==> src/rtl/alu_ctrl_pkg.sv <==
// Shared types and encodings for the ALU/data-memory control sequencer.
// Holds the state enum, opcode/funct values, ALUcontrol codes and error codes.
package alu_ctrl_pkg;

  typedef enum logic [3:0] {
    S_IDLE      = 4'd0,
    S_DECODE    = 4'd1,
    S_EXEC_R    = 4'd2,
    S_EXEC_ADDR = 4'd3,
    S_MEM_RD    = 4'd4,
    S_MEM_WR    = 4'd5,
    S_WB_R      = 4'd6,
    S_WB_MEM    = 4'd7,
    S_EXEC_BR   = 4'd8,
    S_RETIRE    = 4'd9,
    S_FAULT     = 4'd10
  } state_e;

  localparam logic [5:0] OP_RTYPE = 6'h00;
  localparam logic [5:0] OP_BEQ   = 6'h04;
  localparam logic [5:0] OP_BNE   = 6'h05;
  localparam logic [5:0] OP_ADDI  = 6'h08;
  localparam logic [5:0] OP_LW    = 6'h23;
  localparam logic [5:0] OP_SW    = 6'h2B;

  localparam logic [5:0] FN_ADD = 6'h20;
  localparam logic [5:0] FN_SUB = 6'h22;
  localparam logic [5:0] FN_AND = 6'h24;
  localparam logic [5:0] FN_OR  = 6'h25;
  localparam logic [5:0] FN_SLT = 6'h2A;

  localparam logic [3:0] ALU_AND = 4'b0000;
  localparam logic [3:0] ALU_OR  = 4'b0001;
  localparam logic [3:0] ALU_ADD = 4'b0010;
  localparam logic [3:0] ALU_SUB = 4'b0110;
  localparam logic [3:0] ALU_SLT = 4'b0111;

  localparam logic [1:0] ERR_OK      = 2'b00;
  localparam logic [1:0] ERR_ILLEGAL = 2'b01;
  localparam logic [1:0] ERR_TIMEOUT = 2'b10;

endpackage

==> src/rtl/alu_funct_dec.sv <==
// Combinational R-type funct decoder: funct -> ALUcontrol plus a legal flag.
// Unknown funct codes report legal=0 and ALUcontrol=AND.
module alu_funct_dec
  import alu_ctrl_pkg::*;
(
  input  logic [5:0] i_funct,
  output logic [3:0] o_alu_ctrl,
  output logic       o_legal
);

  always_comb begin
    o_alu_ctrl = ALU_AND;
    o_legal    = 1'b1;
    case (i_funct)
      FN_ADD:  o_alu_ctrl = ALU_ADD;
      FN_SUB:  o_alu_ctrl = ALU_SUB;
      FN_AND:  o_alu_ctrl = ALU_AND;
      FN_OR:   o_alu_ctrl = ALU_OR;
      FN_SLT:  o_alu_ctrl = ALU_SLT;
      default: o_legal    = 1'b0;
    endcase
  end

endmodule

==> src/rtl/alu_ctrl_fsm.sv <==
// Multi-cycle control sequencer for the ALU and data memory (valid/ready in, Moore strobes out).
// Define ALU_CTRL_BNE_EN to decode bne (op 05) as a branch taken on ~zero.
//  state     | meaning
//  IDLE      | ready for an instruction, latch on valid
//  DECODE    | classify latched opcode/funct
//  EXEC_R    | R-type ALU operation
//  EXEC_ADDR | address / immediate add (lw, sw, addi)
//  MEM_RD    | wait for load completion, with timeout
//  MEM_WR    | wait for store completion, with timeout
//  WB_R      | ALU result write-back, retire
//  WB_MEM    | load data write-back, retire
//  EXEC_BR   | branch compare, retire
//  RETIRE    | store completion, retire
//  FAULT     | illegal or timed-out instruction, retire with error
module alu_ctrl_fsm
  import alu_ctrl_pkg::*;
#(
  parameter int MEM_TIMEOUT = 15,
  parameter int TMO_W       = 4
) (
  input  logic        i_clk,
  input  logic        i_rst,
  input  logic        i_instr_valid,
  output logic        o_instr_ready,
  input  logic [31:0] i_instr,
  input  logic        i_zero,
  input  logic        i_mem_ready,
  output logic [3:0]  o_alu_control,
  output logic        o_alusrc_b,
  output logic        o_reg_write,
  output logic        o_mem_to_reg,
  output logic        o_mem_read,
  output logic        o_mem_write,
  output logic        o_branch,
  output logic        o_br_taken,
  output logic        o_done,
  output logic [1:0]  o_err
);

  localparam logic [TMO_W-1:0] LP_CNT_LAST = TMO_W'(MEM_TIMEOUT - 1);

  state_e           r_state;
  logic [31:0]      r_instr;
  logic [TMO_W-1:0] r_cnt;
  logic             r_tmo;

  logic [5:0] w_op;
  logic [3:0] w_fn_alu;
  logic       w_fn_legal;
  logic       w_is_br;
  logic       w_br_cond;
  logic       w_unused;

  assign w_op     = r_instr[31:26];
  assign w_unused = ^r_instr[25:6];

  alu_funct_dec u_funct_dec (
    .i_funct    (r_instr[5:0]),
    .o_alu_ctrl (w_fn_alu),
    .o_legal    (w_fn_legal)
  );

`ifdef ALU_CTRL_BNE_EN
  assign w_is_br   = (w_op == OP_BEQ) || (w_op == OP_BNE);
  assign w_br_cond = (w_op == OP_BNE) ? ~i_zero : i_zero;
`else
  assign w_is_br   = (w_op == OP_BEQ);
  assign w_br_cond = i_zero;
`endif

  always_ff @(posedge i_clk) begin
    if (i_rst) begin
      r_state <= S_IDLE;
      r_instr <= '0;
      r_cnt   <= '0;
      r_tmo   <= 1'b0;
    end else begin
      case (r_state)
        S_IDLE: begin
          if (i_instr_valid) begin
            r_instr <= i_instr;
            r_tmo   <= 1'b0;
            r_state <= S_DECODE;
          end
        end
        S_DECODE: begin
          if (w_op == OP_RTYPE && w_fn_legal)
            r_state <= S_EXEC_R;
          else if (w_op == OP_LW || w_op == OP_SW || w_op == OP_ADDI)
            r_state <= S_EXEC_ADDR;
          else if (w_is_br)
            r_state <= S_EXEC_BR;
          else
            r_state <= S_FAULT;
        end
        S_EXEC_R: r_state <= S_WB_R;
        S_EXEC_ADDR: begin
          r_cnt <= '0;
          if (w_op == OP_LW)
            r_state <= S_MEM_RD;
          else if (w_op == OP_SW)
            r_state <= S_MEM_WR;
          else
            r_state <= S_WB_R;
        end
        S_MEM_RD, S_MEM_WR: begin
          r_cnt <= r_cnt + 1'b1;
          // completion takes priority over expiry in the same cycle
          if (i_mem_ready) begin
            r_state <= (r_state == S_MEM_RD) ? S_WB_MEM : S_RETIRE;
          end else if (r_cnt == LP_CNT_LAST) begin
            r_tmo   <= 1'b1;
            r_state <= S_FAULT;
          end
        end
        default: r_state <= S_IDLE;
      endcase
    end
  end

  always_comb begin
    o_instr_ready = 1'b0;
    o_alu_control = ALU_AND;
    o_alusrc_b    = 1'b0;
    o_reg_write   = 1'b0;
    o_mem_to_reg  = 1'b0;
    o_mem_read    = 1'b0;
    o_mem_write   = 1'b0;
    o_branch      = 1'b0;
    o_br_taken    = 1'b0;
    o_done        = 1'b0;
    o_err         = ERR_OK;
    case (r_state)
      S_IDLE:   o_instr_ready = 1'b1;
      S_EXEC_R: o_alu_control = w_fn_alu;
      S_EXEC_ADDR: begin
        o_alu_control = ALU_ADD;
        o_alusrc_b    = 1'b1;
      end
      S_MEM_RD: begin
        o_alu_control = ALU_ADD;
        o_alusrc_b    = 1'b1;
        o_mem_read    = 1'b1;
      end
      S_MEM_WR: begin
        o_alu_control = ALU_ADD;
        o_alusrc_b    = 1'b1;
        o_mem_write   = 1'b1;
      end
      S_WB_R: begin
        o_alu_control = (w_op == OP_ADDI) ? ALU_ADD : w_fn_alu;
        o_alusrc_b    = (w_op == OP_ADDI);
        o_reg_write   = 1'b1;
        o_done        = 1'b1;
      end
      S_WB_MEM: begin
        o_reg_write  = 1'b1;
        o_mem_to_reg = 1'b1;
        o_done       = 1'b1;
      end
      S_EXEC_BR: begin
        o_alu_control = ALU_SUB;
        o_branch      = 1'b1;
        o_br_taken    = w_br_cond;
        o_done        = 1'b1;
      end
      S_RETIRE: o_done = 1'b1;
      S_FAULT: begin
        o_done = 1'b1;
        o_err  = r_tmo ? ERR_TIMEOUT : ERR_ILLEGAL;
      end
      default: o_instr_ready = 1'b0;
    endcase
  end

endmodule

==> config.mk <==
export PLATFORM = sky130hd
export DESIGN_NAME = alu_ctrl_fsm
export DESIGN_NICKNAME = d
export VERILOG_FILES = /design/src/rtl/alu_ctrl_pkg.sv /design/src/rtl/alu_funct_dec.sv /design/src/rtl/alu_ctrl_fsm.sv
export SDC_FILE = /design/constraint.sdc
export NUM_CORES = 1
export LEC_CHECK = 0
export CORE_UTILIZATION = 45
export DETAILED_ROUTE_END_ITERATION = 8
export PLACE_DENSITY = 0.84
export SLEW_MARGIN = 10
export SYNTH_ARGS = -nofsm -noshare
export SYNTH_HDL_FRONTEND = slang
export SYNTH_SLANG_ARGS = --single-unit
export TNS_END_PERCENT = 10
==> constraint.sdc <==
create_clock -name i_clk -period 5 [get_ports i_clk]
set_input_delay 0.75 -clock i_clk [delete_from_list [all_inputs] [get_ports i_clk]]
set_output_delay 0.75 -clock i_clk [all_outputs]
set_load 0.03 [all_outputs]
==> key figures <==
Outcome
  – Status: finished clean

Place
  – Inst Count DP: 217
  – HPWL Detailed: 2.11 mm
  – IO Port Bufs: 30
  – Gp weighted congestion: 0.863

Worst setup path
  – CP Class: flop to output port
  – CP endpoint kind: output port
  – Worst EP required: 4.25 ns
  – Critical-path maximum fanout: 17
  – Startpoint types: flop
  – CP arrival: 2.66 ns

Power and ir drop
  – PwrDens: 451 nW/um2
  – Net switching power: 318 uW
  – Sequential fraction of design power: 0.397
  – Comb power frac: 0.486
  – Maximum vdd drop: 0.323 mV
  – Clock network power share: 0.116
  – Switch share: 0.454
  – Lkg Pwr: 0.562 nW
  – Pint: 382 uW

Detailed routing
  – Routed WL: 2.87 mm
  – Drc violations: 0
  – DRT iter0 DRCs: 29
  – TritonRoute pass-1 iters: 6
  – DR WL/cell: 13.0 um
  – Via count: 1251
  – Routed Antenna Nets: 0
  – Vias/cell: 5.66

Floorplan
  – Die X: 54.4 um
  – Core Region: 2540 um2
  – Die area: 2960 um2
  – Cell Rows: 18
  – Initial core utilization: 0.486
  – Die Height: 54.4 um
  – I/O Pins: 52

Timing
  – Worst Skew: 0.00155 ns
  – Fin. max-slew vios: 0
  – RSZ-0062 raised after global routing: false
  – Slew margin rel.: 0.514
  – Slew @ Worst Pin: 0.727 ns
  – Fin. Hold Viols: 0
  – Setup TNS: 0 ns
  – Final min period: 3.41 ns
  – Fmax achieved: 0.293 GHz
  – Setup violators final: 0
  – Tcrit/Tclk final: 0.682

Global routing
  – Maximum number of pins on one net before global-route repair: 21
  – Grt ovf: 0
  – First-pass GRT wire length: 4.51 mm
  – Gr usage total: 0.210
  – Initial antenna violation count: 0
  – Vias in the first global route: 1060

Synthesis
  – Number of enable flip-flop cells after synthesis: 0
  – Mapped Nets: 207
  – Mapped Cells: 168
  – Distinct cells, synth: 46
  – Ys Warns: 0
  – FFs w/ async S/R, synth: 0
  – Main synth FF type: dfxtp_1
  – Post-synthesis sequential area ratio: 0.340
  – Syn Area/Cell: 7.36 um2
  – Mapped Area: 1240 um2
  – Flops & latches, synth: 21

Layout
  – Most common cell after layout, fill and taps aside: nand2_1
  – Register area: 420 um2
  – Antenna diode count: 0
  – Fill cells: 235
  – Nets: 231
  – Area grow syn2layout: 25.5%
  – Fraction of layout cells with a size suffix above 1: 0.0524
  – Most frequent cells in the layout: nand2_1 (33), clkdlybuf4s50_1 (30), dfxtp_1 (21), a21oi_1 (19), nor2_1 (16)
  – Finished Layout Cells: 221
  – Area of the multi-input gates: 752 um2

Clock tree
  – Clk sink count: 21
  – Post-CTS Hold Fix Bufs: 0
  – CTS resizes: 0
  – CTS tree: yes
  – Clock-pin transition on the worst setup and hold timing paths: 0.11 ns
  – Num CTS Buffers: 3
  – Clock Latency Late Sink: 0.31 ns
  – Clk buf depth: 2
  – CTS H-Tree Depth: 1
  – Post-CTS setup buffer count: 0
  – Root Driver: clkbuf_4

Run
  – Max-Cap Viols: 0

Min path
  – Hold WC Path Type: flop to flop
## power by group through the flow
stage	logic, mW	registers [mW]	clock network, mW
after floorplan	0.281	0.233	0
after global placement	0.333	0.274	0
after detailed placement	0.341	0.279	0
after CTS	0.341	0.274	0.0861
after global routing	0.374	0.286	0.0926
final	0.340	0.278	0.0813
## worst max-delay path, cell delays in order (launching register included)
cell and delay [ns]:
dfxtp_1 0.68, nor3b_1 0.65, or2_2 0.26, a211o_1 0.10, clkdlybuf4s50_1 0.66
## cell type report
cell class / count / area share
Multi-Input combinational cell: 132 / 0.485
Sequential cell: 21 / 0.271
Timing Repair Buffer: 30 / 0.194
Tap cell: 30 / 0.0242
Clock buffer: 4 / 0.0169
Inverter: 4 / 0.00968
## metal layers
layer,track usage,share of wire,vias to the layer above
li1,-,-,638
met1,0.250,0.44,573
met2,0.370,0.50,35
met3,0.0306,0.043,5
met4,0.0897,0.019,0
met5,0,0,-
## stage by stage
stage / power [mW] / util / hold slack (ns) / setup WS (ns) / area (um2)
after floorplan: 0.514 / - / 0.439 / 2.36 / 1240
after global placement: 0.607 / 0.599 / 0.454 / 2.00 / 1530
after detailed placement: 0.619 / 0.599 / 0.473 / 1.96 / 1530
after CTS: 0.702 / 0.610 / 0.490 / 1.61 / 1550
after global routing: 0.753 / 0.610 / 0.512 / 1.48 / 1550
final: 0.700 / 0.610 / 0.487 / 1.59 / 1550
## flip-flops by register name, indices dropped and copies added, names as in the netlist
name	count
r_instr	12
r_cnt	4
r_state	4
r_tmo	1
## logic make-up after synthesis
logic type	Yosys count	synth area share
AO/OA/AOI/OAI	40	0.205
multiplexers	1	0.00810
buffers and inverters	15	0.0516
XOR/XNOR	1	0.00709
other	1	0.00303
AND/OR/NAND/NOR	87	0.364
adder cells (fa/ha/maj)	2	0.0202
flip-flops	21	0.340
## worst paths after layout
path	depth (start not counted)	startpoint	to	slack, ns
worst min-delay path	1	r_cnt[3]	r_cnt[3]	0.49
worst min register to register	1	r_cnt[3]	r_cnt[3]	0.49
worst max-delay path	4	r_state[2]	o_alu_control[1]	1.59
worst max register to register	3	r_state[2]	r_state[0]	3.03
## cells in the mapped netlist (2+ instances only)
cell / count / share of area
inv_1: 4 / 0.012
nand2b_1: 3 / 0.015
nor4_1: 5 / 0.025
buf_2: 3 / 0.012
dfxtp_1: 21 / 0.34
a21oi_1: 19 / 0.077
clkbuf_1: 7 / 0.021
and3_1: 3 / 0.015
a2111oi_0: 2 / 0.014
or4b_4: 2 / 0.022
nor3_1: 4 / 0.016
nor2b_1: 6 / 0.030
o21ai_0: 5 / 0.020
ha_1: 2 / 0.020
nand3_1: 2 / 0.0081
nor2_1: 16 / 0.049
nand2_1: 33 / 0.10
and2_1: 3 / 0.015
Note: power is estimated with default switching activity, not from simulation.
